==> src/rtl/key_led_pkg.sv <==
`default_nettype none
// ============================================================================
// Module      : key_led_pkg
// Description : Shared widths, mode encodings, key roles and LED pattern
//               generator for the key/LED front-end.
// Revision    : 1.0 - initial release
// ============================================================================
package key_led_pkg;

    localparam int KEY_W = 4;
    localparam int LED_W = 4;

    localparam logic [1:0] MODE_OFF   = 2'd0;
    localparam logic [1:0] MODE_RUN   = 2'd1;
    localparam logic [1:0] MODE_BLINK = 2'd2;
    localparam logic [1:0] MODE_COUNT = 2'd3;

    localparam int KEY_NEXT  = 0;
    localparam int KEY_PREV  = 1;
    localparam int KEY_PAUSE = 2;
    localparam int KEY_CLEAR = 3;

    // RUN and BLINK only look at the low phase bits; COUNT shows all four.
    function automatic logic [LED_W-1:0] led_pattern(input logic [1:0] mode,
                                                     input logic [3:0] phase);
        logic [LED_W-1:0] pat;
        pat = '0;
        case (mode)
            MODE_RUN:   pat = LED_W'(4'b0001 << phase[1:0]);
            MODE_BLINK: pat = phase[0] ? '0 : '1;
            MODE_COUNT: pat = LED_W'(phase);
            default:    pat = '0;
        endcase
        return pat;
    endfunction

endpackage
`default_nettype wire

==> src/rtl/key_debounce.sv <==
`default_nettype none
// ============================================================================
// Module      : key_debounce
// Description : Two-flop synchronizer, shared-counter debounce and press
//               (falling-edge) detection for the active-low key vector.
// Revision    : 1.0 - initial release
// ============================================================================
module key_debounce
    import key_led_pkg::*;
#(
    parameter int DEBOUNCE_CYC = 1_000_000
) (
    input  logic             sys_clk,
    input  logic             sys_rst_n,
    input  logic [KEY_W-1:0] key,
    output logic [KEY_W-1:0] press,
    output logic             key_flag
);

    localparam int                  c_cnt_w = $clog2(DEBOUNCE_CYC);
    localparam logic [c_cnt_w-1:0]  c_load  = c_cnt_w'(DEBOUNCE_CYC - 1);
    localparam logic [c_cnt_w-1:0]  c_one   = c_cnt_w'(1);

    logic [KEY_W-1:0]   r_sync1;
    logic [KEY_W-1:0]   r_key_s;
    logic [KEY_W-1:0]   r_key_s_d;
    logic [c_cnt_w-1:0] r_db_cnt;
    logic [KEY_W-1:0]   r_key_db;
    logic [KEY_W-1:0]   r_key_db_d;
    logic [KEY_W-1:0]   r_press;
    logic               r_key_flag;
    logic [KEY_W-1:0]   w_fall;

    assign w_fall = r_key_db_d & ~r_key_db;

    always_ff @(posedge sys_clk or negedge sys_rst_n) begin
        if (!sys_rst_n) begin
            r_sync1    <= '1;
            r_key_s    <= '1;
            r_key_s_d  <= '1;
            r_db_cnt   <= '0;
            r_key_db   <= '1;
            r_key_db_d <= '1;
            r_press    <= '0;
            r_key_flag <= 1'b0;
        end else begin
            r_sync1   <= key;
            r_key_s   <= r_sync1;
            r_key_s_d <= r_key_s;
            // Any movement on the synchronized vector restarts the window.
            if (r_key_s != r_key_s_d) begin
                r_db_cnt <= c_load;
            end else if (r_db_cnt != '0) begin
                r_db_cnt <= r_db_cnt - c_one;
                if (r_db_cnt == c_one) begin
                    r_key_db <= r_key_s;
                end
            end
            r_key_db_d <= r_key_db;
            r_press    <= w_fall;
            r_key_flag <= |w_fall;
        end
    end

    assign press    = r_press;
    assign key_flag = r_key_flag;

endmodule
`default_nettype wire

==> src/rtl/key_led_ctrl.sv <==
`default_nettype none
// ============================================================================
// Module      : key_led_ctrl
// Description : Key front-end plus mode/pause control, step prescaler,
//               phase counter and registered LED pattern output.
// Revision    : 1.0 - initial release
// ============================================================================
module key_led_ctrl
    import key_led_pkg::*;
#(
    parameter int DEBOUNCE_CYC = 1_000_000,
    parameter int STEP_CYC     = 12_500_000
) (
    input  logic             sys_clk,
    input  logic             sys_rst_n,
    input  logic [KEY_W-1:0] key,
    output logic [LED_W-1:0] led_state,
    output logic [1:0]       mode,
    output logic             key_flag
);

    localparam int                    c_presc_w   = $clog2(STEP_CYC);
    localparam logic [c_presc_w-1:0]  c_presc_max = c_presc_w'(STEP_CYC - 1);
    localparam logic [c_presc_w-1:0]  c_presc_one = c_presc_w'(1);

    logic [KEY_W-1:0]     w_press;
    logic                 w_key_flag;
    logic [1:0]           r_mode;
    logic [1:0]           w_mode_nxt;
    logic                 r_paused;
    logic [c_presc_w-1:0] r_presc;
    logic [3:0]           r_phase;
    logic [LED_W-1:0]     r_led;
    logic                 w_mode_chg;
    logic                 w_clear;
    logic                 w_tick;

    key_debounce #(
        .DEBOUNCE_CYC (DEBOUNCE_CYC)
    ) u_key_debounce (
        .sys_clk   (sys_clk),
        .sys_rst_n (sys_rst_n),
        .key       (key),
        .press     (w_press),
        .key_flag  (w_key_flag)
    );

    // NEXT has priority over PREV when both land in the same accepted vector.
    always_comb begin
        w_mode_nxt = r_mode;
        if (w_key_flag) begin
            if (w_press[KEY_NEXT]) begin
                w_mode_nxt = r_mode + 2'd1;
            end else if (w_press[KEY_PREV]) begin
                w_mode_nxt = r_mode - 2'd1;
            end
        end
    end

    assign w_mode_chg = w_key_flag & (w_press[KEY_NEXT] | w_press[KEY_PREV]);
    assign w_clear    = w_mode_chg | (w_key_flag & w_press[KEY_CLEAR]);
    assign w_tick     = ~r_paused & (r_presc == c_presc_max);

    always_ff @(posedge sys_clk or negedge sys_rst_n) begin
        if (!sys_rst_n) begin
            r_mode   <= MODE_OFF;
            r_paused <= 1'b0;
            r_presc  <= '0;
            r_phase  <= '0;
            r_led    <= '0;
        end else begin
            r_mode <= w_mode_nxt;
            if (w_key_flag && w_press[KEY_PAUSE]) begin
                r_paused <= ~r_paused;
            end
            if (w_clear) begin
                r_presc <= '0;
                r_phase <= '0;
            end else if (!r_paused) begin
                if (w_tick) begin
                    r_presc <= '0;
                    r_phase <= r_phase + 4'd1;
                end else begin
                    r_presc <= r_presc + c_presc_one;
                end
            end
            r_led <= led_pattern(r_mode, r_phase);
        end
    end

    assign led_state = r_led;
    assign mode      = r_mode;
    assign key_flag  = w_key_flag;

endmodule
`default_nettype wire

==> config.mk <==
export PLATFORM = sky130hd
export DESIGN_NAME = key_led_ctrl
export DESIGN_NICKNAME = d
export VERILOG_FILES = /design/src/rtl/key_led_pkg.sv /design/src/rtl/key_debounce.sv /design/src/rtl/key_led_ctrl.sv
export SDC_FILE = /design/constraint.sdc
export NUM_CORES = 1
export LEC_CHECK = 0
export CAP_MARGIN = 20
export CORE_MARGIN = 5
export CORE_UTILIZATION = 55
export CTS_BUF_LIST = sky130_fd_sc_hd__clkbuf_16
export CTS_CLUSTER_DIAMETER = 80
export DETAILED_ROUTE_END_ITERATION = 8
export HOLD_SLACK_MARGIN = 0.06
export PLACE_DENSITY = 0.73
export SETUP_SLACK_MARGIN = 0.4
export SLEW_MARGIN = 20
export SYNTH_ARGS = -nofsm -noshare
export SYNTH_HDL_FRONTEND = slang
export SYNTH_SLANG_ARGS = --single-unit
==> constraint.sdc <==
create_clock -name sys_clk -period 3.2 [get_ports sys_clk]
set_input_delay 0.8 -clock sys_clk [delete_from_list [all_inputs] [get_ports sys_clk]]
set_output_delay 0.8 -clock sys_clk [all_outputs]
set_load 0.05 [all_outputs]
==> results.txt, run 1 <==
The number of buffers inserted for hold repair after clock tree synthesis is 0. The via count of the first global-routing pass came to 3112. The max-capacitance violation count came out at 0. The total of warnings raised by yosys is 0. Counting every net in the synthesized netlist gives 416. The power per unit of standard cell area is 465 nW/um^2. The deepest clock path buffer count came out at 2.

The netlist uses 51 different library cells. The detail-routed via count per cell came out at 6.16. The maximum fanout count along the critical path came out at 9.

The post-CTS setup buffer count is 0. Subtracting the final worst setup slack from the clock period gives 2.46 ns. In this run, post-CTS repair resized a total of 0 instances. The static leakage power came out at 1.67 nW.

The worst-case IR drop observed on VDD is 0.440 mV. Before antenna repair, the detailed router went through 4 iterations. The number of pins with negative max-slew slack in the final report came out at 0. The clock-pin slew reported for the worst setup and hold paths after clock tree synthesis came out at 0.06 ns. The global-route usage over all layers is 20.1%. The area of the placeable core came out at 7210 um^2. The initial cell density of the core is 55.9%. The transition at the pin with the smallest max-transition slack is 0.958 ns.

Once detailed placement completed, the half-perimeter wirelength came to 5.50 mm. The number of buffers added by the clock tree synthesis step is 9. The tree is rooted in a sky130_fd_sc_hd__clkbuf_16. The area of the die is 9150 um^2. Headroom to the max-slew limit came out at 36.1%.

The sequential area share after synthesis is 50.2%. The global-route wire length before repair came out at 14.5 mm. By startpoint and endpoint, the worst setup path is classified as register to register. The violation count after the first detailed-routing iteration is 160. The detail route stage leaves a number of antenna-violating nets equal to 0.

The average detailed-routed wire length per instance came out at 16.0 um. The critical path capture point type is a register. The synthesis-stage register bit count came out at 80.

The cell area after synthesis came out at 4030 um^2. The largest net degree at the start of global routing came out at 81. The net count of the finished layout is 427. The CTS tree is done. Clock latency on the worst-skew pair, taken at its later pin, is 0.33 ns.

The post-route clock skew is 0.00540 ns. The clock tree synthesis step divided the H-tree into 3 levels. The upper clock frequency limit came out at 0.406 GHz. At the end of routability-driven placement, the weighted congestion stood at 0.857. Synthesis produced 398 cells.

The routed wire length came out at 8.20 mm. The required time at the worst-slack endpoint came out at 3.45 ns. 0 antenna diodes ended up in the layout. The die is 95.6 um tall. The arrival time at the worst endpoint came out at 2.72 ns.

The average size of a mapped cell is 10.1 um^2. The total setup violations reported at the end of the flow is 0. The total count of hold-check failures in the final report is 0. From left edge to right edge, the die measures 95.6 um. For this run, the leading register cell type out of synthesis is sky130_fd_sc_hd__dfrtp_1. In this run the worst hold path is classified as register to register.

The final cell utilization of the core came out at 63.4%. The fraction of final layout cells with drive strength greater than 1 is 12.8%. The flow ran to the end, and the final reports show no timing, DRC or antenna violations. Counting every sink on the clock net gives 80. The type of origin of the critical path is a register. The standard-cell row count is 31.

The fraction of synthesis flops using an asynchronous set or reset pin is 100%. The DRC violation count after routing is 0. The reg-to-reg setup timing slack came out at 0.74 ns. The layout overhead on the synthesized area is 13.3%. The number of enable-type register cells in the synthesized netlist is 0. The number of antenna violations at the first check in global routing is 0.

The via count is 3159. The overall overflow remaining after global route came out at 0. Setup repair after global routing left no endpoint under its margin. The total negative slack for setup checks came out at 0 ns. The I/O pin total is 13.

The number of port buffers came out at 12. The final critical path takes up 77.0% of the cycle.
[critical path, stage by stage, from the launching register on]
cell and delay (ns):
sky130_fd_sc_hd__dfrtp_1 0.46, sky130_fd_sc_hd__or4_1 0.56, sky130_fd_sc_hd__or4_1 0.64, sky130_fd_sc_hd__or4_1 0.57, sky130_fd_sc_hd__a21oi_1 0.15
[cells in the mapped netlist (7+ instances only)]
| cell | instances | area share (%) |
|---|---|---|
| sky130_fd_sc_hd__mux2i_1 | 7 | 1.7 |
| sky130_fd_sc_hd__dfstp_2 | 20 | 13 |
| sky130_fd_sc_hd__or3_1 | 11 | 1.7 |
| sky130_fd_sc_hd__nor2_1 | 14 | 1.3 |
| sky130_fd_sc_hd__o21ai_0 | 22 | 2.7 |
| sky130_fd_sc_hd__nand2_1 | 29 | 2.7 |
| sky130_fd_sc_hd__xnor2_1 | 10 | 2.2 |
| sky130_fd_sc_hd__nor4b_1 | 10 | 2.2 |
| sky130_fd_sc_hd__nor4_1 | 18 | 2.8 |
| sky130_fd_sc_hd__dfrtp_1 | 60 | 37 |
| sky130_fd_sc_hd__nand3_1 | 14 | 1.7 |
| sky130_fd_sc_hd__nand4_1 | 7 | 1.1 |
| sky130_fd_sc_hd__or4_1 | 21 | 3.9 |
| sky130_fd_sc_hd__ha_1 | 12 | 3.7 |
| sky130_fd_sc_hd__o31ai_1 | 12 | 2.2 |
| sky130_fd_sc_hd__a21oi_1 | 33 | 4.1 |
| sky130_fd_sc_hd__inv_1 | 12 | 1.1 |
| sky130_fd_sc_hd__clkbuf_1 | 17 | 1.6 |
[power breakdown]
part / switching (W) / total, W / internal, W / leakage [nW]
Combinational: 0.0000300 / 0.0000429 / 0.0000129 / 0.540
Sequential: 0.00000538 / 0.00103 / 0.00103 / 0.970
Clock: 0.000419 / 0.00105 / 0.000630 / 0.156
Total: 0.000455 / 0.00212 / 0.00167 / 1.67
[state kept, by name, indices dropped and copies added (netlist names)]
signal                     cells
u_key_debounce.r_key_s_d       4
u_key_debounce.r_key_s         4
r_phase                        4
u_key_debounce.r_sync1         4
u_key_debounce.r_key_db_d      4
r_presc                       24
u_key_debounce.r_key_db        4
u_key_debounce.r_db_cnt       20
r_paused                       1
led_state                      4
u_key_debounce.press           4
mode                           2
u_key_debounce.key_flag        1
[routing by layer]
metal  track usage, %  vias to the layer above  wire length (um)
met5                0                        -                 0
met4             4.74                        0                91
met3             4.81                       14               377
met2             34.9                       94              4250
met1             25.4                     1532              3480
li1                 -                     1519                 -
[placed cells by master, fill, tap and decap left out, types with 14 or more instances in the layout]
master and count:
sky130_fd_sc_hd__or4_1 21, sky130_fd_sc_hd__o21ai_0 22, sky130_fd_sc_hd__dfstp_2 20, sky130_fd_sc_hd__nand3_1 14
sky130_fd_sc_hd__dfrtp_1 60, sky130_fd_sc_hd__nand2_1 29, sky130_fd_sc_hd__a21oi_1 33, sky130_fd_sc_hd__nor2_1 14
sky130_fd_sc_hd__nor4_1 18
[path summary, 6_finish.rpt]
path | startpoint | to | cells after the start
setup / recovery | r_presc[16]$_DFFE_PN0P_ | r_phase[3]$_DFFE_PN0P_ | 4
hold / removal | u_key_debounce.r_sync1[1]$_DFF_PN1_ | u_key_debounce.r_key_s[1]$_DFF_PN1_ | 0
setup reg to reg | r_presc[16]$_DFFE_PN0P_ | r_phase[3]$_DFFE_PN0P_ | 4
hold reg to reg | u_key_debounce.r_sync1[1]$_DFF_PN1_ | u_key_debounce.r_key_s[1]$_DFF_PN1_ | 0
max in group asynchronous | sys_rst_n | u_key_debounce.r_db_cnt[5]$_DFFE_PN0P_ | 1
min in group asynchronous | sys_rst_n | r_presc[12]$_DFFE_PN0P_ | 1
[cell families (layout without fill, tap and decap cells)]
logic type / after synthesis / count (layout) / synth area share, %
adder cells (fa/ha/maj): 12 / 12 / 3.72
XOR/XNOR: 12 / 12 / 2.61
flip-flops: 80 / 80 / 50.2
AND/OR/NAND/NOR: 157 / 157 / 23.1
multiplexers: 11 / 11 / 2.85
buffers and inverters: 33 / 49 / 3.32
AO/OA/AOI/OAI: 93 / 93 / 14.1
[final cells by class]
class	count	area (um^2)
inverter	12	45.0
multi-input combinational	285	1870
clock inverter	5	41.3
fill	616	2640
sequential	80	2030
tap	99	124
timing repair buffer	21	185
clock buffer	11	275
[per-stage QoR]
stage          setup WS (ns)  area [um^2]  total power (W)  std cells  hold WS [ns]
2_1_floorplan          0.888         4030          0.00106        398         0.345
3_3_place_gp           0.841         4250          0.00109        497         0.346
3_5_place_dp           0.754         4250          0.00109        497         0.347
4_1_cts                0.741         4570          0.00215        513         0.357
5_1_grt                0.608         4570          0.00220        513         0.364
6_report               0.735         4570          0.00212        513         0.355
Note: power is estimated with default switching activity, not from simulation.
==> run 2, diff against run 1 <==
--- a/config.mk
+++ b/config.mk
@@ -12,7 +12,7 @@
 export CTS_CLUSTER_DIAMETER = 80
 export DETAILED_ROUTE_END_ITERATION = 8
 export HOLD_SLACK_MARGIN = 0.06
-export PLACE_DENSITY = 0.73
+export PLACE_DENSITY = 0.75
 export SETUP_SLACK_MARGIN = 0.4
 export SLEW_MARGIN = 20
 export SYNTH_ARGS = -nofsm -noshare
==> constraint.sdc (replaced) <==
create_clock -name sys_clk -period 2 [get_ports sys_clk]
set_input_delay 0.5 -clock sys_clk [delete_from_list [all_inputs] [get_ports sys_clk]]
set_output_delay 0.5 -clock sys_clk [all_outputs]
set_load 0.05 [all_outputs]
==> run 2 against run 1 <==
Effect of this change:
- final cell count rose by 16%
- wire length rose by 41%
- worst setup slack got worse by 1.0 ns
- clock-buffer cell count did not move
- clock skew increased by 0.0020 ns
- the run now ends with setup timing left
- sequential power increased by 60%
- sequential cell count unchanged
- critical path type unchanged
- critical path depth did not move
- final area grew 27%
- power up 65%
- die area unchanged
==> results.txt, run 2 (synthesis results as in run 1) <==
The flow ran to the end, but the final reports show violations. The checks that failed: setup timing. The maximum fanout count along the critical path is 6 (-3).

The power per unit of standard cell area is 604 nW/um^2 (+30%). The area of placed instances was 4820 um^2 (+13%). The worst-skew pair later-pin latency is 0.34 ns (about the same).

The global-route usage over all layers was 24.8% (+4.6 points). The transition at the pin with the smallest max-transition slack was 0.455 ns (-0.504 ns). The largest net degree at the start of global routing is 36 (-56%). STA classifies the critical path endpoint as a register. The cell sitting at the root of the clock tree is a sky130_fd_sc_hd__clkbuf_16.

The total negative slack for setup checks is -3.27 ns (-3.27 ns). The global-route wire length before repair was 17.3 mm (+19%). The overall power consumption is 0.00350 W (+65%). The number of port buffers came out at 12 (unchanged). The I/O pin total came out at 13 (unchanged). STA classifies the critical path startpoint as a register. The H-tree depth reported by CTS came out at 3 (unchanged). The DRC violation count after routing is 0 (unchanged). The fraction of the cycle the final worst path needs came out at 114% (+37 points). The number of sinks handled by clock tree synthesis came out at 80 (unchanged). The area of the placeable core is 7210 um^2 (unchanged). The diode insertion count for antenna repair is 0 (unchanged). The initial cell density of the core came to 55.9% (unchanged). The number of nets with antenna violations after detailed routing is 0 (unchanged).

The violation count after the first detailed-routing iteration is 296 (+85%). The fraction of final layout cells with drive strength greater than 1 is 44.1% (+31 points). The clock-pin slew reported for the worst setup and hold paths after clock tree synthesis is 0.07 ns (about the same). The setup path with the least slack is of type register to register. The number of antenna violations at the first check in global routing came out at 0 (unchanged).

The number of detailed-routing iterations run before antenna repair came out at 4 (unchanged). The number of flip-flops under the largest register name came to 24 (unchanged). The area of the die is 9150 um^2 (unchanged).

The CTS tree is done. The number of pins with negative max-slew slack in the final report was 0 (unchanged). The routed wire length was 11.6 mm (+41%).

The number of nets in the finished design is 507 (+19%). Leaving out fill and tap cells, the most frequent cells in the layout are sky130_fd_sc_hd__buf_4, sky130_fd_sc_hd__dfrtp_1, sky130_fd_sc_hd__nand2_1. The required time at the worst-slack endpoint came to 2.26 ns (-1.19 ns).

The worst register-to-register path ends at r_phase[2]$_DFFE_PN0P_. The reg-to-reg setup timing slack is -0.27 ns (-1.01 ns). The total setup violations reported at the end of the flow is 22 (+22).

The global placer's final weighted congestion came out at 0.864 (+0.83%). The worst path setup slack after routing is -0.271 ns (-1.01 ns). The post-route clock skew came out at 0.00736 ns (+0.00195 ns). The peak supply drop is 0.564 mV (+28%).

The register name with the most flops is r_presc. The post-route cell area is 5790 um^2 (+27%). The length in cells of the worst reg-to-reg path is 4 (unchanged). The HPWL reported at the end of detailed placement came out at 6.68 mm (+21%). The via count came out at 3723 (+18%). The total count of hold-check failures in the final report came to 0 (unchanged).

The deepest clock path buffer count came out at 2 (unchanged). The detail-routed via count per cell is 6.28 (+2.0%). The via count of the first global-routing pass came out at 3616 (+16%). Setup repair after global routing could not meet its margin everywhere. The headroom to the max-slew limit is 69.7% (+34 points). The final period demand of the worst path is 2.27 ns (-0.194 ns). The arrival time at the worst endpoint is 2.53 ns (-0.19 ns).

The average detailed-routed wire length per instance came out at 19.5 um (+22%). The upper clock frequency limit came out at 0.440 GHz (+8.5%). The number of buffers inserted for hold repair after clock tree synthesis came out at 0 (unchanged). The static leakage power came out at 2.27 nW (+36%). Leaving out fill and tap cells, the most frequent cell in the layout is sky130_fd_sc_hd__buf_4.

The layout overhead on the synthesized area came out at 43.5%. The min-delay analysis places its worst path in the category input pin to async pin. The standard-cell row count is 31 (unchanged).

The max-capacitance violation count is 0 (unchanged). The overall overflow remaining after global route is 0 (unchanged). The startpoint of the worst register-to-register path is r_presc[7]$_DFFE_PN0P_. The die width came to 95.6 um (unchanged). The number of buffers added by the clock tree synthesis step came out at 9 (unchanged).

The largest registers in the layout are r_presc (24), u_key_debounce.r_db_cnt (20). The vertical die dimension came out at 95.6 um (unchanged).
[run 2: changes by cell type in the layout (fill, tap and decap cells not counted), moves of 8 or more]
cell	before	now
sky130_fd_sc_hd__a21oi_1	33	23
sky130_fd_sc_hd__a21oi_2	0	8
sky130_fd_sc_hd__buf_4	10	76
sky130_fd_sc_hd__buf_6	0	14
sky130_fd_sc_hd__nor4_1	18	5
sky130_fd_sc_hd__nor4b_1	10	2
sky130_fd_sc_hd__or4_1	21	7
sky130_fd_sc_hd__or4_4	0	14
[run 2: metal layers]
metal | wire, um | GRT usage (%)
met2 | 6080 | 43.5
met3 | 548 | 4.74
met4 | 369 | 11.3
met5 | 0 | 0
met1 | 4570 | 29.1
[run 2: timing repair]
item / 4_1_cts / 5_1_grt
gates cloned: 1 / 1
endpoints found under the hold margin: 0 / 0
pin swaps: 15 / 33
gates resized for setup: 58 / 38
setup buffers: 19 / 14
setup endpoints to repair: 56 / 53
[run 2: how the worst max path moves through the flow]
stage,end,depth (start not counted),slack (ns),from
5_1_grt,r_phase[2]$_DFFE_PN0P_,4,-0.31,r_presc[7]$_DFFE_PN0P_
6_report,r_phase[2]$_DFFE_PN0P_,4,-0.27,r_presc[7]$_DFFE_PN0P_
2_1_floorplan,r_phase[2]$_DFFE_PN0P_,6,-0.29,r_presc[9]$_DFFE_PN0P_
4_1_cts,r_phase[2]$_DFFE_PN0P_,4,-0.15,r_presc[16]$_DFFE_PN0P_
3_5_place_dp,r_phase[2]$_DFFE_PN0P_,4,-0.24,r_presc[7]$_DFFE_PN0P_
3_3_place_gp,r_phase[2]$_DFFE_PN0P_,4,-0.18,r_presc[7]$_DFFE_PN0P_
[run 2: power by group]
part	internal [W]	switching, W
clock	0.00102	0.000726
sequential	0.00164	0.0000105
combinational	0.0000407	0.0000574
total	0.00270	0.000794
[run 2: area by class of cell]
type                       count  area, um^2
clock buffer                  11         275
clock inverter                 5        46.3
fill                         417        1430
inverter                      12        45.0
multi-input combinational    286        2410
sequential                    80        2030
tap                           99         124
timing repair buffer         100         853
[run 2: critical path: stages (launching register included)]
cell                      delay, ns
sky130_fd_sc_hd__dfrtp_1       0.39
sky130_fd_sc_hd__or4b_4        0.57
sky130_fd_sc_hd__or4_4         0.55
sky130_fd_sc_hd__or4_1         0.51
sky130_fd_sc_hd__a21oi_1       0.17
[run 2: metrics by stage]
stage | hold slack [ns] | utilization [%] | worst slack [ns] | cells
after floorplan | 0.204 | - | -0.288 | 398
after global placement | 0.347 | 66.8 | -0.183 | 542
after detailed placement | 0.347 | 66.8 | -0.237 | 542
after CTS | 0.117 | 76.2 | -0.151 | 578
after global routing | 0.144 | 80.2 | -0.308 | 593
final | 0.0981 | 80.2 | -0.271 | 593
==> variant 1, RTL diff (settings of run 1) <==
Make the reset (`sys_rst_n`) synchronous in 2 clocked blocks.
--- a/src/rtl/key_debounce.sv
+++ b/src/rtl/key_debounce.sv
@@ -33,7 +33,7 @@
 
     assign w_fall = r_key_db_d & ~r_key_db;
 
-    always_ff @(posedge sys_clk or negedge sys_rst_n) begin
+    always_ff @(posedge sys_clk) begin
         if (!sys_rst_n) begin
             r_sync1    <= '1;
             r_key_s    <= '1;
--- a/src/rtl/key_led_ctrl.sv
+++ b/src/rtl/key_led_ctrl.sv
@@ -61,7 +61,7 @@
     assign w_clear    = w_mode_chg | (w_key_flag & w_press[KEY_CLEAR]);
     assign w_tick     = ~r_paused & (r_presc == c_presc_max);
 
-    always_ff @(posedge sys_clk or negedge sys_rst_n) begin
+    always_ff @(posedge sys_clk) begin
         if (!sys_rst_n) begin
             r_mode   <= MODE_OFF;
             r_paused <= 1'b0;
Formal check against the unedited RTL: no difference found for any inputs over 10 cycles, from zero or initial values and one cycle with sys_rst_n low; that may be too few to reach the edited logic, so the function may still have changed.
==> variant 1 against run 1 <==
  * Critical path depth decreased by 3
  * Register-to-register slack improved by 0.09 ns
  * Cell area decreased by 14%
  * Synthesized area decreased by 14%
  * Global-route usage decreased by 3.3 points
  * Wire length decreased by 29%
  * Cell count decreased by 10%
  * Worst setup slack improved by 0.084 ns
  * Count of clock-buffer cells in the layout decreased by 2
  * Sequential cell count unchanged
  * First-iteration DRC count decreased by 24%
Power is not compared: it rests on default switching activity, and its combinational part moved more than twofold at a synthesized area within 25%.
==> variant 1: results (changes against run 1) <==
Post-DP HPWL = 4.02 mm (was 5.50 mm)
top layer in use = met4 (unchanged)
Final Hold Fails = 0 (unchanged)
Critical Path Start = mode[0]$_SDFFE_PN0P_ (was r_presc[16]$_DFFE_PN0P_)
Largest stage delay, worst path = 0.84 ns (was 0.64 ns)
Worst-path clk slew = 0.06 ns (about the same)
met2 WL post-DR = 2.73 mm (was 4.25 mm)
relative slew slack = 38.5% (was 36.1%)
Final #Nets = 396 (was 427)
most instantiated cells after synthesis = dfxtp_1 (80), nor2_1 (49), xnor2_1 (22), xor2_1 (22), nand2_1 (18) (was dfrtp_1 (60), a21oi_1 (33), nand2_1 (29))
top_reg_cell synth = dfxtp_1 (was dfrtp_1)
Critical R2R Launch = u_key_debounce.r_db_cnt[1]$_SDFFE_PN0P_ (was r_presc[16]$_DFFE_PN0P_)
final estimated routing congestion in global placement = 0.797 (was 0.857)
initial drt markers = 122 (was 160)
M1 WL = 2.76 mm (was 3.48 mm)
Fillers = 519 (was 616)
crit path DAT = 1.58 ns (was 2.72 ns)
status = completed (unchanged)
cts repair resizes = 0 (unchanged)
peak supply drop = 535 uV
Via density = 5.32 (was 6.16)
share of cells above drive strength 1 = 8.07% (was 12.8%)
GRT Util Overall = 16.8% (was 20.1%)
Async SR Flop Fraction = 0% (was 100%)
top cells by area, synth = dfxtp_1 (46%), xnor2_1 (5.6%), xor2_1 (5.6%) (was dfrtp_1 (37%), dfstp_2 (13%), a21oi_1 (4.1%))
Clock Skew = 0.00645 ns (was 0.00540 ns)
pin count of the biggest net entering global routing = 24 (was 81)
hold path startpoint = u_key_debounce.r_sync1[0]$_SDFF_PN1_ (was u_key_debounce.r_sync1[1]$_DFF_PN1_)
vias in the first global route = 2,333 (was 3,112)
post-synthesis cell type count = 47 (was 51)
clk_lat worst skew = 0.33 ns (about the same)
Crit Path Max Fanout = 5 (was 9)
CP max stage cell = clkdlybuf4s50_1 (was or4_1)
met3 WL = 204 microns (was 377 microns)
clock buffer depth = 2 (unchanged)
register area share after synthesis = 46.2% (was 50.2%)
Post-Syn Nets = 379 (was 416)
dpl ws = 0.819 ns (was 0.754 ns)
delay-heaviest family, CP = buffers and inverters (was simple AND/OR/NAND/NOR gates)
Worst Hold Class = register to register (unchanged)
first-pass GRT wire length = 10.3 mm (was 14.5 mm)
WL/cell = 12.6 microns (was 16.0 microns)
[variant 1: cell types whose count changed in the layout (fill, tap and decap cells not counted), moves of 15 or more]
| cell | run 1 | this run |
|---|---|---|
| a21oi_1 | 33 | 10 |
| dfrtp_1 | 60 | 0 |
| dfstp_2 | 20 | 0 |
| dfxtp_1 | 0 | 80 |
| nand2b_1 | 2 | 17 |
| nor2_1 | 14 | 49 |
| o21ai_0 | 22 | 4 |
| or4_1 | 21 | 1 |
| xor2_1 | 2 | 22 |
[variant 1: area by class of cell]
type	count	area (sq um)	area share, %
Sequential cell	80	1600	40.6
Multi-Input combinational cell	259	1760	44.5
Timing Repair Buffer	15	143	3.61
Clock buffer	9	225	5.70
Clock inverter	7	72.6	1.84
Inverter	14	52.6	1.33
Tap cell	77	96.3	2.44
[variant 1: through the flow]
stage                     cell area, sq um  std cells  util [%]  power (mW)
final                                 3950        461      63.3        2.22
after global routing                  3950        461      63.3        2.33
after CTS                             3950        461      63.3        2.25
after detailed placement              3650        445      58.5        1.24
after global placement                3650        445      58.5        1.23
after floorplan                       3460        362         -        1.20
[variant 1: layer usage]
metal	track usage (%)	up-vias
met5	0	-
li1	-	1276
met3	5.25	10
met2	26.9	34
met4	7.98	0
met1	20.4	1134
[variant 1: kinds of logic (layout without fill, tap and decap cells)]
family                     count (synthesis)  in the layout  synth area share, %
DFF                                       80             80                 46.2
AOI/OAI and AO/OA                         40             40                 7.69
xor gates and xnor gates                  44             44                 11.1
buffers and inverters                     23             45                 3.03
and+or+nand+nor                          155            155                 25.2
adders and majority gates                 11             11                 3.97
muxes                                      9              9                 2.78
[variant 1: final timing paths]
| kind | slack, ns | end | cells after the start |
|---|---|---|---|
| worst max-delay path | 0.82 | mode[0] | 1 |
| worst min-delay path | 0.41 | u_key_debounce.r_key_s[0]$_SDFF_PN1_ | 1 |
| worst max register to register | 0.83 | u_key_debounce.r_key_db[2]$_SDFFE_PN1P_ | 7 |
| worst min register to register | 0.41 | u_key_debounce.r_key_s[0]$_SDFF_PN1_ | 1 |
[variant 1: power breakdown]
group	switching [mW]	internal, mW
clock	0.399	0.603
sequential	0.0347	1.03
combinational	0.0832	0.0738
total	0.517	1.70
==> variant 2, RTL diff (flow settings as in run 1) <==
Made on the original files. Set the parameter `STEP_CYC` to 3_125_000 (it was 12_500_000).
--- a/src/rtl/key_led_ctrl.sv
+++ b/src/rtl/key_led_ctrl.sv
@@ -9,7 +9,7 @@
     import key_led_pkg::*;
 #(
     parameter int DEBOUNCE_CYC = 1_000_000,
-    parameter int STEP_CYC     = 12_500_000
+    parameter int STEP_CYC     = 3_125_000
 ) (
     input  logic             sys_clk,
     input  logic             sys_rst_n,
Check against the original RTL: no difference found for any inputs over 10 cycles, from zero or initial values and one cycle with sys_rst_n low; that may be too few to reach the edited logic, so the function may still have changed.
==> variant 2 against run 1 <==
  * Total power down 3.0%
  * Core utilization increased by 1.6 points
  * Hold slack lost 0.0021 ns
  * Synthesized area down 8.9%
  * Die area decreased by 8.0%
  * Cell area fell by 8.8%
  * First-iteration DRC count is 46% lower
  * Largest cell class unchanged
  * Worst setup slack improved by 0.035 ns
  * Wire length is 21% lower
  * Sequential cell count shrank 2
==> variant 2: results (changes against run 1) <==
status = completed (unchanged)
hold_ws = 0.353 ns (was 0.355 ns)
Crit Path Max Fanout = 8 (was 9)
M3 GR Usage = 3.93% (was 4.81%)
final estimated routing congestion in global placement = 0.896 (was 0.857)
Hold Path Sink = u_key_debounce.r_key_s[3]$_DFF_PN1_ (was u_key_debounce.r_key_s[1]$_DFF_PN1_)
Critical R2R Launch = u_key_debounce.r_db_cnt[16]$_DFFE_PN0P_ (was r_presc[16]$_DFFE_PN0P_)
share of cells above drive strength 1 = 14.7% (was 12.8%)
register area share after synthesis = 53.8% (was 50.2%)
GR Layer Usage met1 = 21.9% (was 25.4%)
CP endpoint = key_flag (was r_phase[3]$_DFFE_PN0P_)
most instantiated cells after synthesis = dfrtp_1 (58), nor2_1 (36), nand2_1 (32) (was dfrtp_1 (60), a21oi_1 (33), nand2_1 (29))
Comb power frac = 1.8% (was 2.0%)
post-synthesis cell type count = 45 (was 51)
M1 WL = 3.06 mm (was 3.48 mm)
Post-DP HPWL = 4.38 mm (was 5.50 mm)
met3 WL = 200 microns (was 377 microns)
Via density = 5.78 (was 6.16)
WL final = 6.45 mm (was 8.20 mm)
dpl ws = 0.993 ns (was 0.754 ns)
Worst R2R Setup Slack = 0.98 ns (was 0.74 ns)
delay-heaviest family, CP = buffers and inverters (was simple AND/OR/NAND/NOR gates)
Clock Skew = 0.00883 ns (was 0.00540 ns)
met2 WL post-DR = 3.05 mm (was 4.25 mm)
Final #Nets = 381 (was 427)
r2r endpoint = u_key_debounce.r_db_cnt[6]$_DFFE_PN0P_ (was r_phase[3]$_DFFE_PN0P_)
post-layout instance count excluding filler cells = 445 (was 513)
met2 usage = 26.1% (was 34.9%)
[variant 2: logic make-up after synthesis]
group | Yosys count | share of synthesized area, %
flip-flops | 78 | 53.8
adder cells (fa/ha/maj) | 12 | 4.08
multiplexers | 6 | 1.77
AO/OA/AOI/OAI | 56 | 9.29
XOR/XNOR | 34 | 8.10
buffers and inverters | 20 | 2.04
AND/OR/NAND/NOR | 143 | 20.9
[variant 2: metrics by stage]
stage | total power [mW] | area, sq um
floorplan | 1.03 | 3680
global placement | 1.06 | 3860
detailed placement | 1.06 | 3860
CTS | 2.09 | 4170
global route | 2.14 | 4170
finish | 2.06 | 4170
[variant 2: cell type report]
type                    instances  area (sq um)
inverters                      10          37.5
flip-flops and latches         78          1980
clock inverters                 6          58.8
multi-input cells             251          1620
fillers                       496          2250
clock buffers                  10           250
repair buffers                 13           125
well taps                      77          96.3
